--- config.mk ---
export PLATFORM = sky130hd
export DESIGN_NAME = mul_iter_32
export DESIGN_NICKNAME = d
export VERILOG_FILES = /design/src/rtl/mul_iter_32.sv
export SDC_FILE = /design/constraint.sdc
export NUM_CORES = 1
export LEC_CHECK = 0
export ABC_AREA = 1
export CAP_MARGIN = 25
export CORE_ASPECT_RATIO = 1.75
export CORE_UTILIZATION = 45
export DETAILED_ROUTE_END_ITERATION = 8
export PLACE_DENSITY = 0.72
export SYNTH_ARGS = -nofsm -noshare
export SYNTH_HDL_FRONTEND = slang
export SYNTH_HIERARCHICAL = 1
export SYNTH_SLANG_ARGS = --single-unit
--- constraint.sdc ---
create_clock -name clk -period 3.9 [get_ports clk]
set_input_delay 0.78 -clock clk [delete_from_list [all_inputs] [get_ports clk]]
set_output_delay 0.78 -clock clk [all_outputs]
set_load 0.02 [all_outputs]
--- src/rtl/mul_iter_32.sv ---
// Iterative 32x32->64 multiplier; radix-2 Booth when MUL_SIGNED_EN is defined, unsigned shift-and-add otherwise.
// Latency: done pulses 33 cycles after the accepted start; one add/shift per cycle through adder_32_bit.
// Backpressure: start is accepted only in IDLE/DONE and ignored while busy; product holds until the next start.

module cla_16 (
  input  logic [15:0] a,
  input  logic [15:0] b,
  input  logic        c_in,
  output logic [15:0] sum,
  output logic        c_out
);
  logic [15:0] g, p, c;
  logic [3:0]  gg, gp;
  logic [4:0]  gc;

  assign g = a & b;
  assign p = a ^ b;

  always_comb begin
    gg = '0;
    gp = '0;
    for (int k = 0; k < 4; k++) begin
      gp[k] = &p[4*k +: 4];
      gg[k] = g[4*k+3] | (p[4*k+3] & g[4*k+2]) | (p[4*k+3] & p[4*k+2] & g[4*k+1])
            | (p[4*k+3] & p[4*k+2] & p[4*k+1] & g[4*k]);
    end
  end

  // Second-level lookahead across the four 4-bit groups.
  assign gc[0] = c_in;
  assign gc[1] = gg[0] | (gp[0] & c_in);
  assign gc[2] = gg[1] | (gp[1] & gg[0]) | (gp[1] & gp[0] & c_in);
  assign gc[3] = gg[2] | (gp[2] & gg[1]) | (gp[2] & gp[1] & gg[0]) | (gp[2] & gp[1] & gp[0] & c_in);
  assign gc[4] = gg[3] | (gp[3] & gg[2]) | (gp[3] & gp[2] & gg[1]) | (gp[3] & gp[2] & gp[1] & gg[0])
               | (gp[3] & gp[2] & gp[1] & gp[0] & c_in);

  always_comb begin
    c = '0;
    for (int k = 0; k < 4; k++) begin
      c[4*k]   = gc[k];
      c[4*k+1] = g[4*k] | (p[4*k] & gc[k]);
      c[4*k+2] = g[4*k+1] | (p[4*k+1] & g[4*k]) | (p[4*k+1] & p[4*k] & gc[k]);
      c[4*k+3] = g[4*k+2] | (p[4*k+2] & g[4*k+1]) | (p[4*k+2] & p[4*k+1] & g[4*k])
               | (p[4*k+2] & p[4*k+1] & p[4*k] & gc[k]);
    end
  end

  assign sum   = p ^ c;
  assign c_out = gc[4];
endmodule

module adder_32_bit (
  input  logic [31:0] a,
  input  logic [31:0] b,
  input  logic        c_in,
  output logic [31:0] sum,
  output logic        c_out
);
  logic c_mid;

  cla_16 u_lo (.a(a[15:0]),  .b(b[15:0]),  .c_in(c_in),  .sum(sum[15:0]),  .c_out(c_mid));
  cla_16 u_hi (.a(a[31:16]), .b(b[31:16]), .c_in(c_mid), .sum(sum[31:16]), .c_out(c_out));
endmodule

module mul_iter_32 #(
  parameter int N_ITER = 32
) (
  input  logic        clk,
  input  logic        rst,
  input  logic        start,
  input  logic [31:0] a,
  input  logic [31:0] b,
  output logic        busy,
  output logic        done,
  output logic [63:0] product
);
  typedef enum logic [1:0] {IDLE, RUN, DONE} state_t;

  state_t      state;
  logic [31:0] mcand, acc, mplier;
  logic [5:0]  cnt;
  logic [31:0] mop, sum, hi_word;
  logic        cin_op, c_out, do_op, shift_in;
`ifdef MUL_SIGNED_EN
  logic        q_m1;
`endif

  adder_32_bit u_add (.a(acc), .b(mop), .c_in(cin_op), .sum(sum), .c_out(c_out));

  always_comb begin
    mop      = mcand;
    cin_op   = 1'b0;
    do_op    = 1'b0;
    shift_in = 1'b0;
`ifdef MUL_SIGNED_EN
    do_op = mplier[0] ^ q_m1;
    if (mplier[0] && !q_m1) begin
      mop    = ~mcand;
      cin_op = 1'b1;
    end
    // True 33-bit sign so that mcand = 0x80000000 survives the subtract.
    shift_in = do_op ? (acc[31] ^ mop[31] ^ c_out) : acc[31];
`else
    do_op    = mplier[0];
    shift_in = do_op & c_out;
`endif
    hi_word = do_op ? sum : acc;
  end

  always_ff @(posedge clk) begin
    if (rst) begin
      state   <= IDLE;
      busy    <= 1'b0;
      done    <= 1'b0;
      product <= '0;
      mcand   <= '0;
      acc     <= '0;
      mplier  <= '0;
      cnt     <= '0;
`ifdef MUL_SIGNED_EN
      q_m1    <= 1'b0;
`endif
    end else begin
      busy <= (state == RUN);
      done <= (state == DONE);
      if (state == DONE) product <= {acc, mplier};
      case (state)
        IDLE, DONE: begin
          if (start) begin
            mcand  <= a;
            mplier <= b;
            acc    <= '0;
            cnt    <= '0;
`ifdef MUL_SIGNED_EN
            q_m1   <= 1'b0;
`endif
            state  <= RUN;
          end else begin
            state <= IDLE;
          end
        end
        RUN: begin
          acc    <= {shift_in, hi_word[31:1]};
          mplier <= {hi_word[0], mplier[31:1]};
`ifdef MUL_SIGNED_EN
          q_m1   <= mplier[0];
`endif
          cnt    <= cnt + 6'd1;
          if (cnt == 6'(N_ITER - 1)) state <= DONE;
        end
        default: state <= IDLE;
      endcase
    end
  end
endmodule

==> flow_summary.ini <==
[routing]
via_per_inst = 4.96
first_iter_violations = 327
wl_per_cell_um = 13.3
routed-via-count = 7527
drc_errors = 2
antenna_left = 0
first_pass_iters = 6
wl_mm = 20.2

[setup_path]
cpPeakStageDelay_ns = 0.38
start_kind = register
path_class = register to register
slowest_stage = fa_1
worstPathArrival_ns = 3.30
crit_family = simple AND/OR/NAND/NOR gates
cp-end-kind = register
crit_fanout = 5
reg2reg_to = acc[24]
cp.required_ns = 4.17
path_cells = ha_1 -> nand2_1 -> inv_1 -> nand2_1 -> nand2_1 -> a21oi_1 -> nand2_4 -> nand2_2 -> nand2_2 -> nand2_1 -> nand2_1 -> nand2_1 -> nand2_1 -> nand3b_1 -> nand2_2 -> nand2_1 -> nand2_1 -> fa_1 -> xor2_1 -> inv_1 -> nand2_1 -> o211ai_1 -> a21oi_1
cp_common_cell = nand2_1
r2r_slack_ns = 0.86
rr_worst_depth = 23
r2r_start = acc[10]
crit_buf_inv = 2

[yosys]
ys_seq_area_share_pct = 41.3
async_reset_ff_share_pct = 0
netlist_area_mm2 = 0.00824
synth_seq_cells = 170
synth.distinct_cells = 35
synth_commonest_cells = 289 x nand2_1, 193 x nor2_1, 170 x dfxtp_1
synth_area_leader_cell = dfxtp_1
synth.top_cell.area_share_pct = 41.3
avgSynthCellArea_um2 = 7.04
netlist_instances = 1170
synthTopCellsByArea = dfxtp_1 41%, nand2_1 13%, nor2_1 8.8%, o21ai_0 6.4%, a21oi_1 5.3%
synth_most_common_cell = nand2_1
dominantRegCellSynth = dfxtp_1
yosysWarnings = 6
synth_edf_count = 0

[finish]
drive_above_1_share_pct = 5.53
syn_to_final_growth_pct = 24.6
nets = 1378
nFillCells = 1723
antenna_cells = 0

[timing]
worst_pin_slew_ns = 0.817
rsz0062_at_grt = false
slew_headroom_pct = 45.6
fin_skew_ns = 0.0102
setup_viol = 0
hold_ws_ns = 0.479
drv_slew = 0
final.period_utilization_pct = 77.8
hold_violations = 0
max_freq_mhz = 329
finalCriticalPeriod_ns = 3.04
fin_setup_tns_ns = 0

[global_route]
grt_pass1_wl_mm = 34.4
overflow = 0
grt_pass1_vias = 7463
antenna_found_initial = 0
grt_max_degree = 72
track_usage_pct = 22.4

[power_and_ir_drop]
switching_share_pct = 26.0
p_comb_share_pct = 11.2
clkPwrFrac_pct = 42.3
p_switching_uw = 1040
power.internal_uw = 2950
powerDensity_mw_per_mm2 = 389
p_seq_share_pct = 46.5
vdd_drop_max_uv = 273
p_leak_uw = 0.00468

[min_path]
min_path_type = register to register
hp-start = mplier[31]
hold_path_depth = 2
hold-path-endpoint = product[31]

[placement]
port_buffers = 132
hpwl_mm = 13.3
gp_congestion = 0.828

[die]
initial_core_util_pct = 45.8
die_height_um = 181
die_w_um = 104
rows = 65
io_pins = 133
core_mm2 = 0.0180
die-area_mm2 = 0.0189

[clock_tree]
clock-sinks = 170
path_clk_slew_ns = 0.07
postCtsHoldBufs = 0
h-tree-depth = 4
cts.path.max_buffers = 2
clockRootBuffer = clkbuf_16
numCtsBuffers = 17
clk_latency_ns = 0.43
cts_tree = done
ctsResizeCount = 0
cts_post_setup_buffers_inserted = 0

[status]
violations = design-rule violations
outcome = complete, but fails checks

[job]
drv_cap = 0
cells by family after synthesis:
group                    synth area share (%)
XOR/XNOR                                 1.49
flip-flops                               41.3
AO/OA/AOI/OAI                            15.2
buffers and inverters                    9.05
adder cells (fa/ha/maj)                  6.96
other                                  0.0455
AND/OR/NAND/NOR                          25.9
power groups by stage:
| stage | clock [uW] | sequential, uW | combinational [uW] |
|---|---|---|---|
| after floorplan | 0 | 1880 | 313 |
| final | 1690 | 1850 | 447 |
| after global routing | 1810 | 1860 | 509 |
| after CTS | 1730 | 1860 | 452 |
| after global placement | 0 | 1890 | 443 |
| after detailed placement | 0 | 1890 | 450 |
placed cells by master, fill, tap and decap left out, types with 10 or more instances in the layout:
master           netlist  layout
nand2_1              289     289
nor2_1               193     193
dfxtp_1              170     169
clkdlybuf4s50_1        0     131
inv_1                112     111
o21ai_0              105     105
a21oi_1               87      87
ha_1                  33      33
o211ai_1              26      26
clkbuf_16              0      17
nand3_1               16      16
nand2_2               14      14
xor2_1                10      10
through the flow:
step | power, uW | cell area (um^2) | setup slack (ns) | util (%) | cells
2_1_floorplan | 2190 | 8240 | 1.18 | - | 1171
3_3_place_gp | 2330 | 9660 | 0.953 | 53.7 | 1484
3_5_place_dp | 2340 | 9680 | 0.889 | 53.8 | 1485
4_1_cts | 4040 | 10300 | 0.872 | 57.1 | 1517
5_1_grt | 4180 | 10300 | 0.603 | 57.1 | 1517
6_report | 3990 | 10300 | 0.865 | 57.1 | 1517
registers in the layout, summed over array words and instances, names as in the netlist:
register,cells
acc,32
busy,1
cnt,6
done,1
mcand,32
mplier,32
product,64
state,2
worst min-delay path, stage by stage (launching register included):
cell and delay (ns):
dfxtp_1 0.31, inv_1 0.07, a21oi_1 0.05
layer usage:
layer | vias to the layer above | global-route usage [%] | part of all wire, %
li1 | 3895 | - | -
met1 | 3445 | 23.9 | 40
met4 | 0 | 9.14 | 2.4
met3 | 37 | 3.75 | 3.8
met2 | 150 | 42.8 | 53
met5 | - | 0 | 0
worst max-delay path by stage:
stage               cells past startpoint  slack (ns)  startpoint       to
global placement                       23        0.95      acc[6]  acc[24]
finish                                 23        0.86     acc[10]  acc[24]
detailed placement                     23        0.89     acc[10]  acc[24]
CTS                                    23        0.87     acc[10]  acc[24]
global route                           23        0.60     acc[10]  acc[24]
floorplan                              23        1.18      acc[6]  acc[24]
area by class of cell:
class,instances,area (um^2),area share [%]
clock inverter,13,141,1.38
clock buffer,19,443,4.32
timing repair buffer,142,1440,14.0
tap,234,293,2.85
sequential,170,3400,33.2
inverter,116,435,4.24
multi-input combinational,823,4100,40.0
No activity file was read; power rests on OpenSTA's default activity.
